`src/rtl/afe_pulser_pkg.sv`:
```
// Shared constants and types for the afe_pulser one-shot output pulser.
package afe_pulser_pkg;

    localparam int   WIDTH_BITS = 16;
    localparam logic OUT_IDLE   = 1'b0;
    localparam logic OUT_ACTIVE = 1'b1;

    typedef enum logic {
        ST_IDLE = 1'b0,
        ST_BUSY = 1'b1
    } state_e;

endpackage

```
`src/rtl/afe_pulser_cnt.sv`:
```
// Pulse-length down-counter: loads width-1, decrements without wrapping, flags zero.
module afe_pulser_cnt #(
    parameter int WIDTH_BITS = afe_pulser_pkg::WIDTH_BITS
) (
    input  logic                  clk,
    input  logic                  rst,
    input  logic                  clr_i,
    input  logic                  load_i,
    input  logic [WIDTH_BITS-1:0] load_val_i,
    input  logic                  dec_i,
    output logic                  zero_o
);

    logic [WIDTH_BITS-1:0] count_q, count_d;

    always_comb begin
        // NOTE: every combinational output gets a default first so no path leaves it unassigned (no latch).
        count_d = count_q;
        if (clr_i) begin
            count_d = '0;
        end else if (load_i) begin
            count_d = load_val_i - WIDTH_BITS'(1);
        end else if (dec_i && (count_q != '0)) begin
            count_d = count_q - WIDTH_BITS'(1);
        end
    end

    always_ff @(posedge clk) begin
        // NOTE: state registers use non-blocking assignments so all flops update from pre-edge values.
        if (!rst) begin
            count_q <= '0;
        end else begin
            count_q <= count_d;
        end
    end

    assign zero_o = (count_q == '0);

endmodule

```
`src/rtl/afe_pulser.sv`:
```
// Triggered pulser: emits a registered pulse of 'width' clocks with selectable polarity.
module afe_pulser #(
    parameter int WIDTH_BITS = afe_pulser_pkg::WIDTH_BITS
) (
    input  logic                  clk,
    input  logic                  rst,
    input  logic                  io_rst,
    input  logic                  trig,
    input  logic                  y0,
    input  logic [WIDTH_BITS-1:0] width,
    output logic                  out
);

    import afe_pulser_pkg::*;

    state_e state_q, state_d;
    logic   out_q, out_d;
    logic   cnt_clr, cnt_load, cnt_dec, cnt_zero;

    afe_pulser_cnt #(
        .WIDTH_BITS (WIDTH_BITS)
    ) u_cnt (
        .clk        (clk),
        .rst        (rst),
        .clr_i      (cnt_clr),
        .load_i     (cnt_load),
        .load_val_i (width),
        .dec_i      (cnt_dec),
        .zero_o     (cnt_zero)
    );

    always_comb begin
        state_d  = state_q;
        cnt_clr  = 1'b0;
        cnt_load = 1'b0;
        cnt_dec  = 1'b0;
        if (io_rst) begin
            state_d = ST_IDLE;
            cnt_clr = 1'b1;
        end else begin
            case (state_q)
                ST_IDLE: begin
                    if (trig && (width != '0)) begin
                        state_d  = ST_BUSY;
                        cnt_load = 1'b1;
                    end
                end
                ST_BUSY: begin
                    // Triggers are ignored here, including on the last active cycle.
                    if (cnt_zero) begin
                        state_d = ST_IDLE;
                    end else begin
                        cnt_dec = 1'b1;
                    end
                end
                default: state_d = ST_IDLE;
            endcase
        end
        out_d = y0 ^ ((state_d == ST_BUSY) ? OUT_ACTIVE : OUT_IDLE);
    end

    always_ff @(posedge clk) begin
        if (!rst) begin
            state_q <= ST_IDLE;
            out_q   <= OUT_IDLE;
        end else begin
            state_q <= state_d;
            out_q   <= out_d;
        end
    end

    assign out = out_q;

endmodule

```
`config.mk`:
```
export PLATFORM = sky130hd
export DESIGN_NAME = afe_pulser
export DESIGN_NICKNAME = d
export VERILOG_FILES = /design/src/rtl/afe_pulser_pkg.sv /design/src/rtl/afe_pulser_cnt.sv /design/src/rtl/afe_pulser.sv
export SDC_FILE = /design/constraint.sdc
export NUM_CORES = 1
export LEC_CHECK = 0
export CAP_MARGIN = 20
export CORE_MARGIN = 2
export CORE_UTILIZATION = 62
export DETAILED_ROUTE_END_ITERATION = 12
export DONT_BUFFER_PORTS = 1
export PLACE_DENSITY = 0.75
export SYNTH_ARGS = -nofsm -noshare
export SYNTH_HDL_FRONTEND = slang
export SYNTH_SLANG_ARGS = --single-unit
```
`constraint.sdc`:
```
create_clock -name clk -period 4.51 [get_ports clk]
set_input_delay 0.902 -clock clk [delete_from_list [all_inputs] [get_ports clk]]
set_output_delay 0.902 -clock clk [all_outputs]
set_load 0.01 [all_outputs]
```
# ---- After elaboration in Yosys (flattened, before gate mapping)
# Cells that the tools add are included.
dict set report classes {
  n_addsub 2
  n_mux 12
  n_bitwise 3
  reduce_logical 7
}
# op n
set ops {}
lappend ops {{16-bit two-way mux} 2}
lappend ops {{16-bit nonzero test} 2}
lappend ops {{16-bit by 1-bit subtractor with 16-bit output (second input constant)} 2}
lappend ops {{16-bit zero test} 1}
lappend ops {{1-bit two-way mux} 9}
lappend ops {{1-bit logical AND} 2}
lappend ops {{1-bit NOT} 2}
lappend ops {{1-bit case mux with 2 select lines} 1}
lappend ops {{2-bit nonzero test} 1}
lappend ops {{2-bit OR reduction} 1}
lappend ops {{1-bit bitwise XOR} 1}
dict set report word_totals {
  ff_bits 18
  inputBits 21
  output_inout_bits 1
  wordCells 27
}

# ---- Logic depth before layout (Yosys ltp)
dict set report logic_depth {
  depth_word 7
  depth_mapped 12
  ltp_nobuf 11
}

# ---- By module
# From an unflattened synthesis, not the netlist that was laid out.
dict set report unflattened {
  hier_cells 186
  hier_area_um2 1557.7
}
# mod instances cells_each area_per_inst_um2 seq_area_each_um2
set by_module_without_submodules {}
lappend by_module_without_submodules {afe_pulser_cnt 1 168 1395.1 320.3}
lappend by_module_without_submodules {afe_pulser 1 18 162.7 40.0}

# ---- Worst setup path before layout
# OpenSTA, ideal clock, no wires.
dict set report synth_timing {
  path_type {input to register}
  from {input port width[1]}
  to {register u_cnt.count_q[14]}
  setup_time_ns 0.062
  arrival_time_ns 3.394
  t_required_ns 4.448
  slack_ns 1.054
  cell_stages 12
  path_buffers 1
  cell_sequence {nor4_2 -> nand3_2 -> o21a_1 -> buf_2 -> mux2i_1 -> ha_1 -> and2_1 -> a22oi_1 -> nor3_1 -> nor2b_1 -> or4_1 -> nand3_1}
}
dict set report synth_between {
  elab_chain_len 6
}
# item line_no
set synth_rtl {}
lappend synth_rtl {{from (decl)} afe_pulser.sv:10} ;# input logic [WIDTH_BITS-1:0] width,
lappend synth_rtl {{branches (longest 6 deep; another with 16-bit by 1-bit subtractor with 16-bit output)} n/a}
lappend synth_rtl {{to (signal assigned)} afe_pulser_cnt.sv:33} ;# count_q <= count_d;
lappend synth_rtl {{to (decl)} afe_pulser_cnt.sv:14} ;# logic [WIDTH_BITS-1:0] count_q, count_d;
# Several ways; the timed one is not identified.
# A chain may end at the register's enable or synchronous reset.

# ---- Worst setup path after layout
dict set report layout_timing {
  from {input port trig}
  to {register u_cnt.count_q[14]}
}
dict set report layout_between {
  elab_chain_len 5
}
# item line_no
set layout_rtl {}
lappend layout_rtl {{from (decl)} afe_pulser.sv:8} ;# input logic trig,
lappend layout_rtl {{1-bit logical AND *} afe_pulser.sv:43} ;# if (trig && (width != '0)) begin
lappend layout_rtl {{1-bit two-way mux *} afe_pulser.sv:43}
lappend layout_rtl {{1-bit two-way mux *} afe_pulser.sv:41} ;# case (state_q)
lappend layout_rtl {{1-bit two-way mux *} afe_pulser.sv:37} ;# if (io_rst) begin
lappend layout_rtl {{16-bit two-way mux or 2-bit nonzero test (tied branches)} n/a}
# Every way passes the cells marked *; elsewhere a longest branch is shown, timed or not.

==> run summary <==
Iteration-0 DRC Markers: 42
wire per inst: 17.6 um
Final Cell Area: 0.00145 mm2
CTS tree: done
Max Buffers Root-to-Sink: 2
global-route usage over all layers: 28.8%
xor-xnor portion of the synthesized cell area: 10.6%
post-synthesis simple-gate area fraction: 32.7%
RSZ-0062 raised after global routing: false
Lkg Pwr: 0.479 nW
Initial Utilization: 64.4%
post-synthesis net count: 195
clk_skew: 0.00297 ns
post-CTS setup buffers: 0
n_diodes: 0
Worst-Margin Slew: 0.704 ns
Top delay family on crit path: simple AND/OR/NAND/NOR gates
area leader, netlist: dfxtp_1
total CTS buffers: 3
post-cts resize count: 0
core area: 0.00219 mm2
adder-cell area share of the yosys netlist: 0.887%
Hold Vio Cnt, Final: 0
kind of critical path: input port to flop
hold_ws: 0.518 ns
Synth area leaders: dfxtp_1, xor2_1, nand2_1
top sig layer: met4
maximum clock frequency: 0.278 GHz
worst path cell trace: nor3b_2 > o21a_1 > mux2i_1 > ha_1 > and2_1 > a22oi_1 > nor3_1 > nor2b_1 > or4_1 > nand3_1
largest family of logic cells by synthesized area: simple AND/OR/NAND/NOR gates
Post-synth top cells: nand2_1, dfxtp_1, nor2_1, nor3_1, xor2_1
Place WS: 0.654 ns
share of layout cells above drive strength 1: 13.4%
CTS Hold Bufs: 0
share of the synthesized area in the top cell type: 25.6%
global-route wire length before repair: 5780 um
drt via density: 6.87
Worst Path Max Fanout: 16
metal1 wirelength: 1500 um
Cell Area, Synth: 0.00141 mm2
Distinct cells, synth: 49
Clock Pin Slew Worst Setup and Hold Paths: 0.10 ns
buffers and inverters on the worst path: 0
Critical Path Start Type: input port
#FFs+latches synth: 18
Nets: 196
relative slew slack: 52.7%
Worst Path Required: 4.75 ns
CP endpoint kind: flop
status: completed
Final Worst Setup Slack: 0.908 ns
final setup vio count: 0
largest net degree at the start of global routing: 23
Final HPWL DP: 2720 um
slowest stage cell on the critical path: o21a_1
Final ANT Viol Nets: 0
min cycle time layout: 3.60 ns
Die H: 51.7 um
Max Cap Viol: 0
antenna violations before repair: 0
Die X: 51.7 um
Seq/Total Area, Yosys: 25.6%
post-placement cell area: 0.00143 mm2
mux cell area share after synthesis: 6.12%
root buf cell: clkbuf_4
crit-path max cell delay: 0.66 ns
Slew Limit Fails: 0
P&R area growth vs syn: 2.93%
wire length on met3: 283 um
mean area per synthesized cell: 8.15 um2
std cell rows: 17
PortBufs: 0
arrival time at the worst endpoint: 3.84 ns
DRT Wirelength: 3530 um
H-tree lvl count: 1
vias after detailed routing: 1374
Layout fillers: 197
Synth Instances: 173
First-pass DRT Iterations: 4
GRT Residual Overflow: 0
number of synthesized flops with an enable pin: 0
setup TNS: 0 ns
Power per Cell Area: 248 mW/mm2
top-count cell post-synth: nand2_1
Min-Delay Path Class: flop to flop
DR WL met2: 1700 um
die area: 0.00267 mm2
asr flop ratio synth: 0%
DRC errors left: 0
io pins: 22
Worst VDD drop: 0.195 mV
Tcrit/Tclk final: 79.9%
Primary FF master, synth: dfxtp_1
yosys warns: 0
routability cong.: 0.894
clk sink count: 18
Compound-Gate Fraction of Synth Area: 22.2%
via count of the first global-routing pass: 1267
Clk Latency, worst-skew pair: 0.30 ns
power by group:
part           internal (mW)  leakage [nW]  switching [mW]
sequential             0.166         0.147         0.00704
combinational         0.0447         0.319          0.0606
clock                 0.0312        0.0138          0.0515
total                  0.241         0.479           0.119
state kept, by name (all words and copies together) (netlist names):
register and flops:
state_q 1, u_cnt.count_q 16, out 1
worst min-delay path: stages (launching register included):
cell and delay, ns:
dfxtp_1 0.36, nand2_1 0.07, a21oi_1 0.05
cell families after synthesis:
kind of cell | count (synthesis)
compound gates | 42
flops | 18
simple gates | 81
buf+inv | 6
mux | 8
fa+ha+maj | 1
xor+xnor | 17
layout make-up:
cell class / count / area (um2) / area share [%]
clock buffers: 3 / 22.5 / 1.55
inverters: 1 / 3.75 / 0.259
multi-input cells: 149 / 1020 / 70.4
flip-flops and latches: 18 / 360 / 24.8
well taps: 28 / 35.0 / 2.41
repair buffers: 1 / 7.51 / 0.517
final timing paths:
| check | slack, ns | depth (start not counted) | from | endpoint |
|---|---|---|---|---|
| max | 0.91 | 10 | trig | u_cnt.count_q[14] |
| min reg2reg | 0.52 | 2 | u_cnt.count_q[0] | u_cnt.count_q[0] |
| max reg2reg | 1.09 | 10 | state_q | u_cnt.count_q[14] |
| min | 0.52 | 2 | u_cnt.count_q[0] | u_cnt.count_q[0] |
layer usage:
layer / global-route usage, % / vias up
li1: - / 645
met1: 35.6 / 646
met2: 50.2 / 73
met3: 8.33 / 10
met4: 4.82 / 0
met5: 0 / -
placed cells by master (no fill, tap or decap), types with 4 or more instances in the layout:
master,Yosys,layout
a21oi_1,9,9
nand2_1,19,19
mux2i_1,6,6
a211oi_1,4,4
o21ai_0,5,5
nor3_1,12,12
nand3_1,5,5
dfxtp_1,18,18
xor2_1,11,11
xnor2_1,6,6
nor2_1,18,18
stage by stage:
step | utilization (%) | power, mW | std cells
3_5_place_dp | 65.2 | 0.280 | 197
3_3_place_gp | 65.2 | 0.277 | 197
4_1_cts | 66.2 | 0.359 | 200
5_1_grt | 66.2 | 0.380 | 200
2_1_floorplan | - | 0.261 | 173
6_report | 66.2 | 0.361 | 200
Note: power is estimated with default switching activity, not from simulation.
